## src/rtl/step_pulse_gen.sv

```systemverilog
// Step-command consumer: pops period/direction words from the command FIFO and
// emits timed STEP pulses with DIR setup. Optional position counter: STEP_POS_CNT_EN.
module step_pulse_gen #(
    parameter int PULSE_W   = 4,
    parameter int DIR_SETUP = 2,
    parameter int MIN_LOW   = 4
) (
    input  logic               clk,
    input  logic               rst_n,
    input  logic               en,
    input  logic [15:0]        fifo_data,
    input  logic               fifo_empty,
    output logic               fifo_rd,
    output logic               step,
    output logic               dir,
    output logic               busy,
    output logic               underrun,
    input  logic               clr_underrun,
    output logic signed [15:0] pos
);

    localparam int          MIN_PE     = PULSE_W + MIN_LOW;
    localparam logic [15:0] HIGH_LAST  = 16'(PULSE_W - 1);
    localparam logic [15:0] SETUP_LAST = 16'(DIR_SETUP - 1);

    typedef enum logic [2:0] {
        IDLE  = 3'd0,
        FETCH = 3'd1,
        LOAD  = 3'd2,
        SETUP = 3'd3,
        HIGH  = 3'd4,
        LOW   = 3'd5
    } state_t;

    // Clamp the commanded period to the shortest legal one and return the low length.
    function automatic logic [15:0] clamp_low_len(input logic [14:0] period);
        logic [15:0] pe;
        pe = {1'b0, period};
        if (pe < 16'(MIN_PE))
            pe = 16'(MIN_PE);
        return pe - 16'(PULSE_W);
    endfunction

    state_t      state, state_nxt, cap_state;
    logic [15:0] cnt, cnt_nxt;
    logic [15:0] low_len;
    logic        pf, miss;
    logic        rd_req, set_ur, cap_en;
    logic        low_pre, low_last;
    logic [14:0] word_p;
    logic        word_dir;

    assign word_p   = fifo_data[14:0];
    assign word_dir = fifo_data[15];
    assign low_pre  = (state == LOW) && (cnt == low_len - 16'd2);
    assign low_last = (state == LOW) && (cnt == low_len - 16'd1);
    assign cap_en   = (state == LOAD) || (low_last && pf);
    assign busy     = (state != IDLE);
    assign fifo_rd  = rd_req & rst_n;

    always_comb begin
        if (word_p == '0)
            cap_state = IDLE;
        else if (word_dir != dir)
            cap_state = SETUP;
        else
            cap_state = HIGH;
    end

    always_comb begin
        state_nxt = state;
        rd_req    = 1'b0;
        set_ur    = 1'b0;
        case (state)
            IDLE: begin
                if (en && !fifo_empty) begin
                    rd_req    = 1'b1;
                    state_nxt = FETCH;
                end
            end
            FETCH: state_nxt = LOAD;
            LOAD:  state_nxt = cap_state;
            SETUP: begin
                if (cnt == SETUP_LAST)
                    state_nxt = HIGH;
            end
            HIGH: begin
                if (cnt == HIGH_LAST)
                    state_nxt = LOW;
            end
            LOW: begin
                // Prefetch one cycle early so the word is on fifo_data at the last low cycle.
                if (low_pre && en && !fifo_empty)
                    rd_req = 1'b1;
                if (low_last) begin
                    if (pf) begin
                        state_nxt = cap_state;
                    end else begin
                        state_nxt = IDLE;
                        set_ur    = miss;
                    end
                end
            end
            default: state_nxt = IDLE;
        endcase

        if ((state_nxt != state) || (state == IDLE))
            cnt_nxt = '0;
        else
            cnt_nxt = cnt + 16'd1;
    end

    always_ff @(posedge clk or negedge rst_n) begin
        if (!rst_n) begin
            state    <= IDLE;
            cnt      <= '0;
            step     <= 1'b0;
            dir      <= 1'b0;
            pf       <= 1'b0;
            miss     <= 1'b0;
            underrun <= 1'b0;
        end else begin
            state <= state_nxt;
            cnt   <= cnt_nxt;
            step  <= (state_nxt == HIGH);
            if (cap_en && (word_p != '0))
                dir <= word_dir;
            if (low_pre) begin
                pf   <= rd_req;
                miss <= en && fifo_empty;
            end else if (state != LOW) begin
                pf   <= 1'b0;
                miss <= 1'b0;
            end
            if (set_ur)
                underrun <= 1'b1;
            else if (clr_underrun)
                underrun <= 1'b0;
        end
    end

    always_ff @(posedge clk) begin
        if (cap_en)
            low_len <= clamp_low_len(word_p);
    end

`ifdef STEP_POS_CNT_EN
    logic signed [15:0] pos_q;

    // Count on entry to HIGH; dir is already final there (SETUP precedes any change).
    always_ff @(posedge clk or negedge rst_n) begin
        if (!rst_n)
            pos_q <= '0;
        else if ((state_nxt == HIGH) && (state != HIGH))
            pos_q <= dir ? (pos_q + 16'sd1) : (pos_q - 16'sd1);
    end

    assign pos = pos_q;
`else
    assign pos = '0;
`endif

endmodule

```

## config.mk

```make
export PLATFORM = sky130hd
export DESIGN_NAME = step_pulse_gen
export DESIGN_NICKNAME = d
export VERILOG_FILES = /design/src/rtl/step_pulse_gen.sv
export SDC_FILE = /design/constraint.sdc
export NUM_CORES = 1
export LEC_CHECK = 0
export BUFFER_PORTS_ARGS = -buffer_cell sky130_fd_sc_hd__buf_2
export CAP_MARGIN = 0
export CORE_UTILIZATION = 40
export CTS_BUF_LIST = sky130_fd_sc_hd__clkbuf_4
export DETAILED_ROUTE_END_ITERATION = 10
export PLACE_DENSITY_LB_ADDON = 0.12
export SLEW_MARGIN = 25
export SYNTH_ARGS = -nofsm -noshare
export SYNTH_HDL_FRONTEND = slang
export SYNTH_SLANG_ARGS = --single-unit
```

## constraint.sdc

```tcl
create_clock -name clk -period 7.99 [get_ports clk]
set_input_delay 0 -clock clk [delete_from_list [all_inputs] [get_ports clk]]
set_output_delay 0 -clock clk [all_outputs]
set_load 0.02 [all_outputs]
```

---- Word level (Yosys, flattened, before mapping) ----
Index checks and enable logic that the tools add are counted.
cells by class
  add/subtract/negate cells ............... 4
  order comparisons ....................... 1
  equal/unequal tests ..................... 13
  multiplexer cells ....................... 22
  bitwise operators ....................... 1
  reductions and logical operators ........ 17
operator list
  cell                                                         number
  == test 16 bit                                               2
  two-way mux 16 bit                                           2
  two-way mux 3 bit                                            7
  one-hot mux 3 bit (6 select lines)                           1
  adder 16 x 1 -> 16 bit, second input constant                1
  == test 16 x 1 -> 1 bit, second input constant               1
  == test 16 x 2 -> 1 bit, second input constant               1
  subtractor 16 x 1 -> 16 bit, second input constant           1
  subtractor 16 x 2 -> 16 bit, second input constant           1
  subtractor 16 x 3 -> 16 bit, second input constant           1
  logical NOT 15 bit                                           1
  less-than comparator 15 x 4 -> 1 bit, second input constant  1
  two-way mux 15 bit                                           1
  nonzero test 15 bit                                          1
  two-way mux 1 bit                                            10
  == test 3 bit, second input constant                         3
  logical AND 1 bit                                            8
  == test 3 x 2 -> 1 bit, second input constant                2
  nonzero test 2 bit                                           2
  == test 3 x 1 -> 1 bit, second input constant                1
  logical NOT 3 bit                                            1
  != test 3 bit                                                1
  != test 3 bit, second input constant                         1
  nonzero test 3 bit                                           1
  other kinds (5)                                              6
word-level totals
  register bits after elaboration ......... 40
  bits of input ports ..................... 21
  output and inout bits ................... 21

---- Logic depth before layout (Yosys ltp) ----
Gate-level depths: netlist of the first run.
  depth in word-level cells ............... 9
  gate-level depth with buffers ........... 10

---- Least setup slack after synthesis of the first run ----
Ideal clock, no wire load.
  kind .................................... register -> register
  start ................................... register low_len[1]
  end ..................................... register low_len[0] (enable)
  library setup time ...................... 0.411 ns
  arrival ................................. 3.563 ns
  path slack .............................. 4.016 ns
  cell stages (with the launch flop) ...... 10
  cells stage by stage .................... edfxtp_1 -> inv_1 -> ha_1 -> or4b_4 -> o31a_1 -> o32ai_2 -> o22ai_1 -> nor4_4 -> nand2_1 -> o21ai_0
on the way
  cells in the longest elaborated chain, start to end .. 5
RTL lines
  what                         RTL line  text
  from (decl)                  46        logic [15:0] low_len;
  from (signal assigned)       144       low_len <= clamp_low_len(word_p);
  subtractor 16 x 1 -> 16 bit  56        assign low_last = (state == LOW) && (cnt == low_len - 16'd1);
  == test 16 bit               56
  logical AND 1 bit            56
  logical AND 1 bit            57        assign cap_en = (state == LOAD) || (low_last && pf);
  logical OR 1 bit             57
  net cap_en                   48        logic rd_req, set_ur, cap_en;
The timed path passes the listed nets, and every way through them passes these cells.
A chain may end at the register's enable or synchronous reset.

---- Final worst setup path of the first run ----
  start ................................... register low_len[2]
  end ..................................... register miss
on the way
  cells in the longest elaborated chain, start to end .. 4
  elaborated cells between the ends (all ways) .. 5
RTL lines
  what                                                     RTL line  text
  subtractor 16 x 2 -> 16 bit *                            55        assign low_pre = (state == LOW) && (cnt == low_len - 16'd2);
  == test 16 bit *                                         55
  logical AND 1 bit *                                      55
  two-way mux 1 bit or nonzero test 2 bit (tied branches)  n/a
  to (signal assigned)                                     130       miss <= en && fifo_empty;
  to (decl)                                                47        logic pf, miss;
Mark *: on every way between the ends. The rest lies on a longest branch, timed or not.

==> flow_metrics.tcl, run 1 <==
set metrics [dict create \
    synth_area_leader_cell "dfrtp_1" \
    fin_area_um2 3540 \
    timing.final.crit_share 0.443 \
    syn_avg_cell_area_um2 8.61 \
    drive_above_1_share 0.103 \
    cts_root_buf "clkbuf_4" \
    cpPeakStageDelay_ns 0.71 \
    synthFlopType "dfrtp_1" \
    ant_nets 0 \
    path_clk_slew_ns 0.12 \
    place.gp.congestion 0.922 \
    rrSetupSlack_ns 4.45 \
    critical_path.max_fanout 6 \
    pwr_density_cell_nw_per_um2 213 \
    tritoncts "yes" \
    crit_family "compound AO/OA/AOI/OAI gates" \
    clock-sinks 40 \
    hold_viol_final 0 \
    synth_edf_count 16 \
    worst_slew_pin_slew_ns 0.787 \
    r2r_end "miss" \
    area.growth.synth_to_final_pct 11.3 \
    drtPass1Iterations 4 \
    timing.fmax_ghz 0.283 \
    vias 2743 \
    status "finished clean" \
    wl_per_cell_um 14.5 \
    multi_input_area_um2 1940 \
    grt_pass1_vias 2521 \
    syn_area_um2 3180 \
    critPathCapture "miss" \
    ios 42 \
    total_leakage_power_nw 1.44 \
    criticalPathCategory "register to register" \
    cap_violations 0 \
    required_ns 8.27 \
    fillers 763 \
    cts-resized-gates 0 \
    setup_tns_ns 0 \
    cts_buffer_depth 2 \
    postSynthCellCount 370 \
    crit_buf_inv 2 \
    ys_seq_area_frac 0.339 \
    core_um2 7730 \
    synth.distinct_cells 59 \
    seqCellArea_um2 1080 \
    yosysWarnings 0 \
    dp_hpwl_um 5550 \
    num-nets-final 432 \
    grt-ovfl-total 0 \
    cts_max_level 2 \
    worstSetupEndpointType "register" \
    placed_area_um2 3310 \
    vdd_drop_max_mv 0.128 \
    start_util 0.412 \
    critPathSlowestCell "a2111oi_2" \
    design.die.area_um2 8320 \
    cp_num_cells 10 \
    drtIter0Drc 151 \
    die_w_um 91.2 \
    cts_inserted_buffers 5 \
    via_per_inst 5.39 \
    wirelength_um 7370 \
    placementRows 32 \
    async_flop_share 0.600 \
    die_y_um 91.2 \
    finalPower_w 0.000755 \
    setup_viol 0 \
    rsz0062_at_grt "no" \
    ys_seq_elements 40 \
    drc 0 \
    synth_top_area_share 0.189 \
    synthTopCellsByArea "dfrtp_1 (19%), edfxtp_1 (15%), xnor2_1 (8.8%), xor2_1 (6.1%), nor2_1 (4.7%)" \
    setup.worst_path.start_class "register" \
    crit_chain "inv_1, ha_1, nor3b_1, nand2_1, mux2i_1, o211ai_1, a2111oi_2, nand3_1, dlygate4sd3_1, a21oi_1" \
    reg2reg_depth 10 \
    r2r-start "low_len[2]" \
    relSlewSlack 0.474 \
    clk_latency_ns 0.34 \
    portBuffers 25 \
    grt_pass1_wl_um 12300 \
    hold_class "input port to register" \
    grt_use_total 0.184 \
    worstHoldPathCells 4 \
    fin_crit_ns 3.54 \
    antenna_found_initial 0 \
    grt_max_degree 26 \
    finClkSkew_ns 0.0104 \
    startpoint "low_len[2]" \
    cp.arrival_ns 3.82 \
    post-route-util 0.459 \
    slew_viol_final 0 \
    diodes 0 \
    holdWs_ns 0.00839 \
]
==> worst min path at each step <==
stage                             from         end  slack [ns]
after global placement           rst_n     cnt[11]        0.05
after global routing      fifo_data[6]  low_len[6]        0.01
after detailed placement         rst_n     cnt[11]        0.05
final                       fifo_empty          pf       0.008
after CTS                 fifo_data[3]  low_len[5]      0.0007
after floorplan                  rst_n      cnt[0]       -0.30
==> logic make-up (layout without fill, tap and decap cells) <==
group                      after synthesis  after routing  share of synthesized area
AOI/OAI and AO/OA                       52             52                      0.119
xor gates and xnor gates                54             54                      0.149
adders and majority gates                5              5                     0.0196
buffers and inverters                   40             61                     0.0715
DFF                                     40             40                      0.339
muxes                                    4              4                     0.0130
other                                    1             17                    0.00118
and+or+nand+nor                        174            174                      0.288
==> registers in the layout, summed over array words and instances (netlist names) <==
| signal | flops |
|---|---|
| underrun | 1 |
| low_len | 16 |
| state | 3 |
| miss | 1 |
| pf | 1 |
| dir | 1 |
| step | 1 |
| cnt | 16 |
==> layer usage <==
layer / wire length, um / vias to the layer above / GRT usage
met2: 3530 / 64 / 0.306
li1: - / 1358 / -
met5: 0 / - / 0
met1: 3470 / 1317 / 0.254
met4: 61 / 0 / 0.0410
met3: 312 / 4 / 0.0276
==> what timing repair did <==
item,4_1_cts,5_1_grt
buffers inserted,0,0
hold endpoints to repair,39,0
hold buffers,17,0
==> area by class of cell <==
type,count,area share
repair buffers,43,0.0855
flip-flops and latches,40,0.305
inverters,10,0.0106
well taps,102,0.0360
clock inverters,3,0.00530
multi-input cells,306,0.547
clock buffers,5,0.0106
==> stage by stage <==
stage	worst slack [ns]	cells
2_1_floorplan	4.02	386
3_3_place_gp	4.72	484
3_5_place_dp	4.66	484
4_1_cts	4.47	509
5_1_grt	4.19	509
6_report	4.45	509
==> power breakdown <==
group          switching (W)  internal [W]
clock              0.0000672     0.0000338
sequential         0.0000699      0.000259
combinational       0.000195      0.000131
total               0.000332      0.000423
==> synthesized netlist by cell type, types with 2 or more instances <==
library cell	instances
a2bb2oi_1	2
nor4_1	12
and4_1	2
o22ai_1	4
nand2_1	38
nor3b_1	5
nor3_1	11
clkbuf_1	10
o31ai_1	3
a21oi_1	10
mux2i_1	3
nand3_1	20
a31oi_1	5
inv_1	9
buf_2	2
or3_1	2
buf_6	2
nand2b_1	7
buf_4	16
ha_1	5
or4_1	6
xor2_1	22
and2_1	5
o31a_1	2
nand4_1	6
xnor2_1	32
o21ai_0	8
and3_1	8
edfxtp_1	16
nor2b_1	4
a211o_1	2
dfrtp_1	24
nor2_1	40
o211ai_1	2
==> placed cells by master (no fill, tap or decap), types with 8 or more instances in the layout <==
cell,count
nand2_1,38
inv_1,9
nor2_1,39
buf_2,25
conb_1,17
dlygate4sd3_1,17
nor3_1,11
dfrtp_1,24
a21oi_1,10
edfxtp_1,16
and3_1,8
nor4_1,12
xor2_1,22
xnor2_1,32
nand3_1,20
==> worst reg2reg max path, stage by stage (launching register included) <==
cell and delay, ns:
edfxtp_1 0.49, inv_1 0.11, ha_1 0.20, nor3b_1 0.67
nand2_1 0.15, mux2i_1 0.18, o211ai_1 0.13, a2111oi_2 0.71
nand3_1 0.14, dlygate4sd3_1 0.58, a21oi_1 0.13
Power figures use the tool's default switching activity.
==> run 2: changes to the inputs <==
--- a/config.mk
+++ b/config.mk
@@ -5,6 +5,7 @@
 export SDC_FILE = /design/constraint.sdc
 export NUM_CORES = 1
 export LEC_CHECK = 0
+export ABC_AREA = 1
 export BUFFER_PORTS_ARGS = -buffer_cell sky130_fd_sc_hd__buf_2
 export CAP_MARGIN = 0
 export CORE_UTILIZATION = 40
==> constraint.sdc (replaced) <==
create_clock -name clk -period 3.4 [get_ports clk]
set_input_delay 0 -clock clk [delete_from_list [all_inputs] [get_ports clk]]
set_output_delay 0 -clock clk [all_outputs]
set_load 0.02 [all_outputs]
==> flow_metrics.tcl, run 2 <==
set metrics [dict create \
    status "finished clean" \
    ys_seq_elements 40 \
    fin_crit_ns 2.90 \
    die_y_um 92.1 \
    path_clk_slew_ns 0.13 \
    worstHoldPathCells 3 \
    reg2reg_depth 17 \
    wl_per_cell_um 12.1 \
    most-common-layout-cells "nand2_1 (133), inv_1 (69), nor2_1 (57)" \
    slew_viol_final 0 \
    start_util 0.418 \
    finClkSkew_ns 0.0130 \
    total_leakage_power_nw 1.70 \
    criticalPathCategory "register to output port" \
    setup_tns_ns 0 \
    place.gp.congestion 0.853 \
    critical_path.max_fanout 5 \
    synth_area_leader_cell "dfrtp_1" \
    cts_inserted_buffers 5 \
    r2r_end "low_len[10]" \
    synthFlopType "dfrtp_1" \
    vdd_drop_max_mv 0.181 \
    min_to "low_len[1]" \
    cp.arrival_ns 2.90 \
    required_ns 3.40 \
    area.growth.synth_to_final_pct 12.8 \
    clock-sinks 40 \
    r2r-start "low_len[2]" \
    reg_top3 "cnt (16), low_len (16), state (3)" \
    antenna_found_initial 0 \
    ios 42 \
    synth.distinct_cells 32 \
    tritoncts "yes" \
    ant_nets 0 \
    ys_seq_area_frac 0.333 \
    hold_viol_final 0 \
    setup.worst_path.start_class "register" \
    syn_area_um2 3240 \
    setup_viol 0 \
    rrSetupSlack_ns 0.61 \
    relSlewSlack 0.606 \
    drtIter0Drc 152 \
    diodes 0 \
    cts_root_buf "clkbuf_4" \
    wirelength_um 7570 \
    pwr_density_cell_nw_per_um2 443 \
    cts_buffer_depth 2 \
    num-nets-final 547 \
    worstSetupEndpointType "output port" \
    clk_latency_ns 0.34 \
    portBuffers 25 \
    timing.final.crit_share 0.854 \
    drive_above_1_share 0.128 \
    timing.fmax_ghz 0.344 \
    grt_pass1_vias 2632 \
    via_per_inst 4.67 \
    critPathSlowestCell "edfxtp_1" \
    dp_hpwl_um 6170 \
    yosysWarnings 0 \
    fin_area_um2 3660 \
    syn_avg_cell_area_um2 6.87 \
    grt-ovfl-total 0 \
    synth_most_common_cell "nand2_1" \
    hold_class "input port to register" \
    placed_area_um2 3420 \
    cts_max_level 2 \
    grt_use_total 0.188 \
    synth_top_area_share 0.185 \
    drc 0 \
    core_um2 7770 \
    ys_top_cells_by_count "nand2_1 (133), inv_1 (69), nor2_1 (57)" \
    fillers 822 \
    synthTopCellsByArea "dfrtp_1 (19%), nand2_1 (15%), edfxtp_1 (15%), inv_1 (8.0%), nor2_1 (6.6%)" \
    cap_violations 0 \
    grt_max_degree 26 \
    placementRows 32 \
    rsz0062_at_grt "no" \
    postSynthCellCount 472 \
    worst_slew_pin_slew_ns 0.591 \
    drtPass1Iterations 4 \
    cpPeakStageDelay_ns 0.53 \
    grt_pass1_wl_um 12400 \
    async_flop_share 0.600 \
    die_w_um 92.1 \
    min-delay-start "fifo_data[1]" \
    synth_edf_count 16 \
    design.die.area_um2 8480 \
    crit_chain "nor2_2, nand2_1, nor2_1, a21boi_0, a211oi_1, o2111ai_1, nor2_1, nand4_1, a21boi_0, buf_2" \
    final_common_cell "nand2_1" \
    vias 2917 \
]
[run 2: layer usage]
layer | wire [um] | GRT usage
met5 | 0 | 0
met4 | 199 | 0.0768
met3 | 278 | 0.0207
met2 | 3270 | 0.287
met1 | 3810 | 0.270
[run 2: where the power goes]
part / switching, W / internal [W]
Clock: 0.000163 / 0.0000904
Combinational: 0.000472 / 0.000221
Sequential: 0.0000847 / 0.000590
[run 2: worst max-delay path by stage]
stage | start | end | slack [ns] | cells past startpoint
2_1_floorplan | low_len[1] | low_len[0] | 0.95 | 16
3_3_place_gp | low_len[2] | low_len[15] | 0.71 | 17
3_5_place_dp | low_len[2] | low_len[13] | 0.65 | 17
4_1_cts | low_len[3] | fifo_rd | 0.49 | 10
5_1_grt | low_len[3] | fifo_rd | 0.26 | 10
6_report | low_len[3] | fifo_rd | 0.50 | 10
[run 2: cell families (layout without fill, tap and decap cells)]
logic type	count (synthesis)	after routing	synth area share
simple gates	277	277	0.382
buf+inv	88	122	0.126
flops	40	40	0.333
xor+xnor	32	32	0.0864
compound gates	29	29	0.0521
fa+ha+maj	5	5	0.0193
other cells	1	17	0.00116
[run 2: worst max-delay path: cells and delay by family, from the launching register on]
kind | cells | cell delay [ns]
AO/OA/AOI/OAI | 4 | 0.82
flip-flops | 1 | 0.53
buffers and inverters | 1 | 0.19
AND/OR/NAND/NOR | 5 | 1.03
[run 2: through the flow]
stage	util	std cells	hold WS, ns	worst slack, ns	total power [W]
after floorplan	-	488	-0.296	0.953	0.00123
after global placement	0.440	598	0.0315	0.710	0.00136
after detailed placement	0.440	598	0.0407	0.654	0.00136
after CTS	0.470	623	0.00544	0.491	0.00163
after global routing	0.471	624	0.0149	0.260	0.00175
final	0.471	624	0.0258	0.496	0.00162
[run 2: what timing repair did]
| item | CTS | global route |
|---|---|---|
| hold buffers | 17 | 1 |
| endpoints found under the hold margin | 38 | 1 |
| buffers inserted | 0 | 0 |
| gates resized for setup | 0 | 0 |
[run 2: layout make-up]
type	instances	area (um2)	area share
sequential	40	1080	0.295
multi-input combinational	360	1820	0.496
clock inverter	2	16.3	0.00444
inverter	70	263	0.0718
clock buffer	6	45.0	0.0123
tap	102	128	0.0349
timing repair buffer	44	313	0.0854
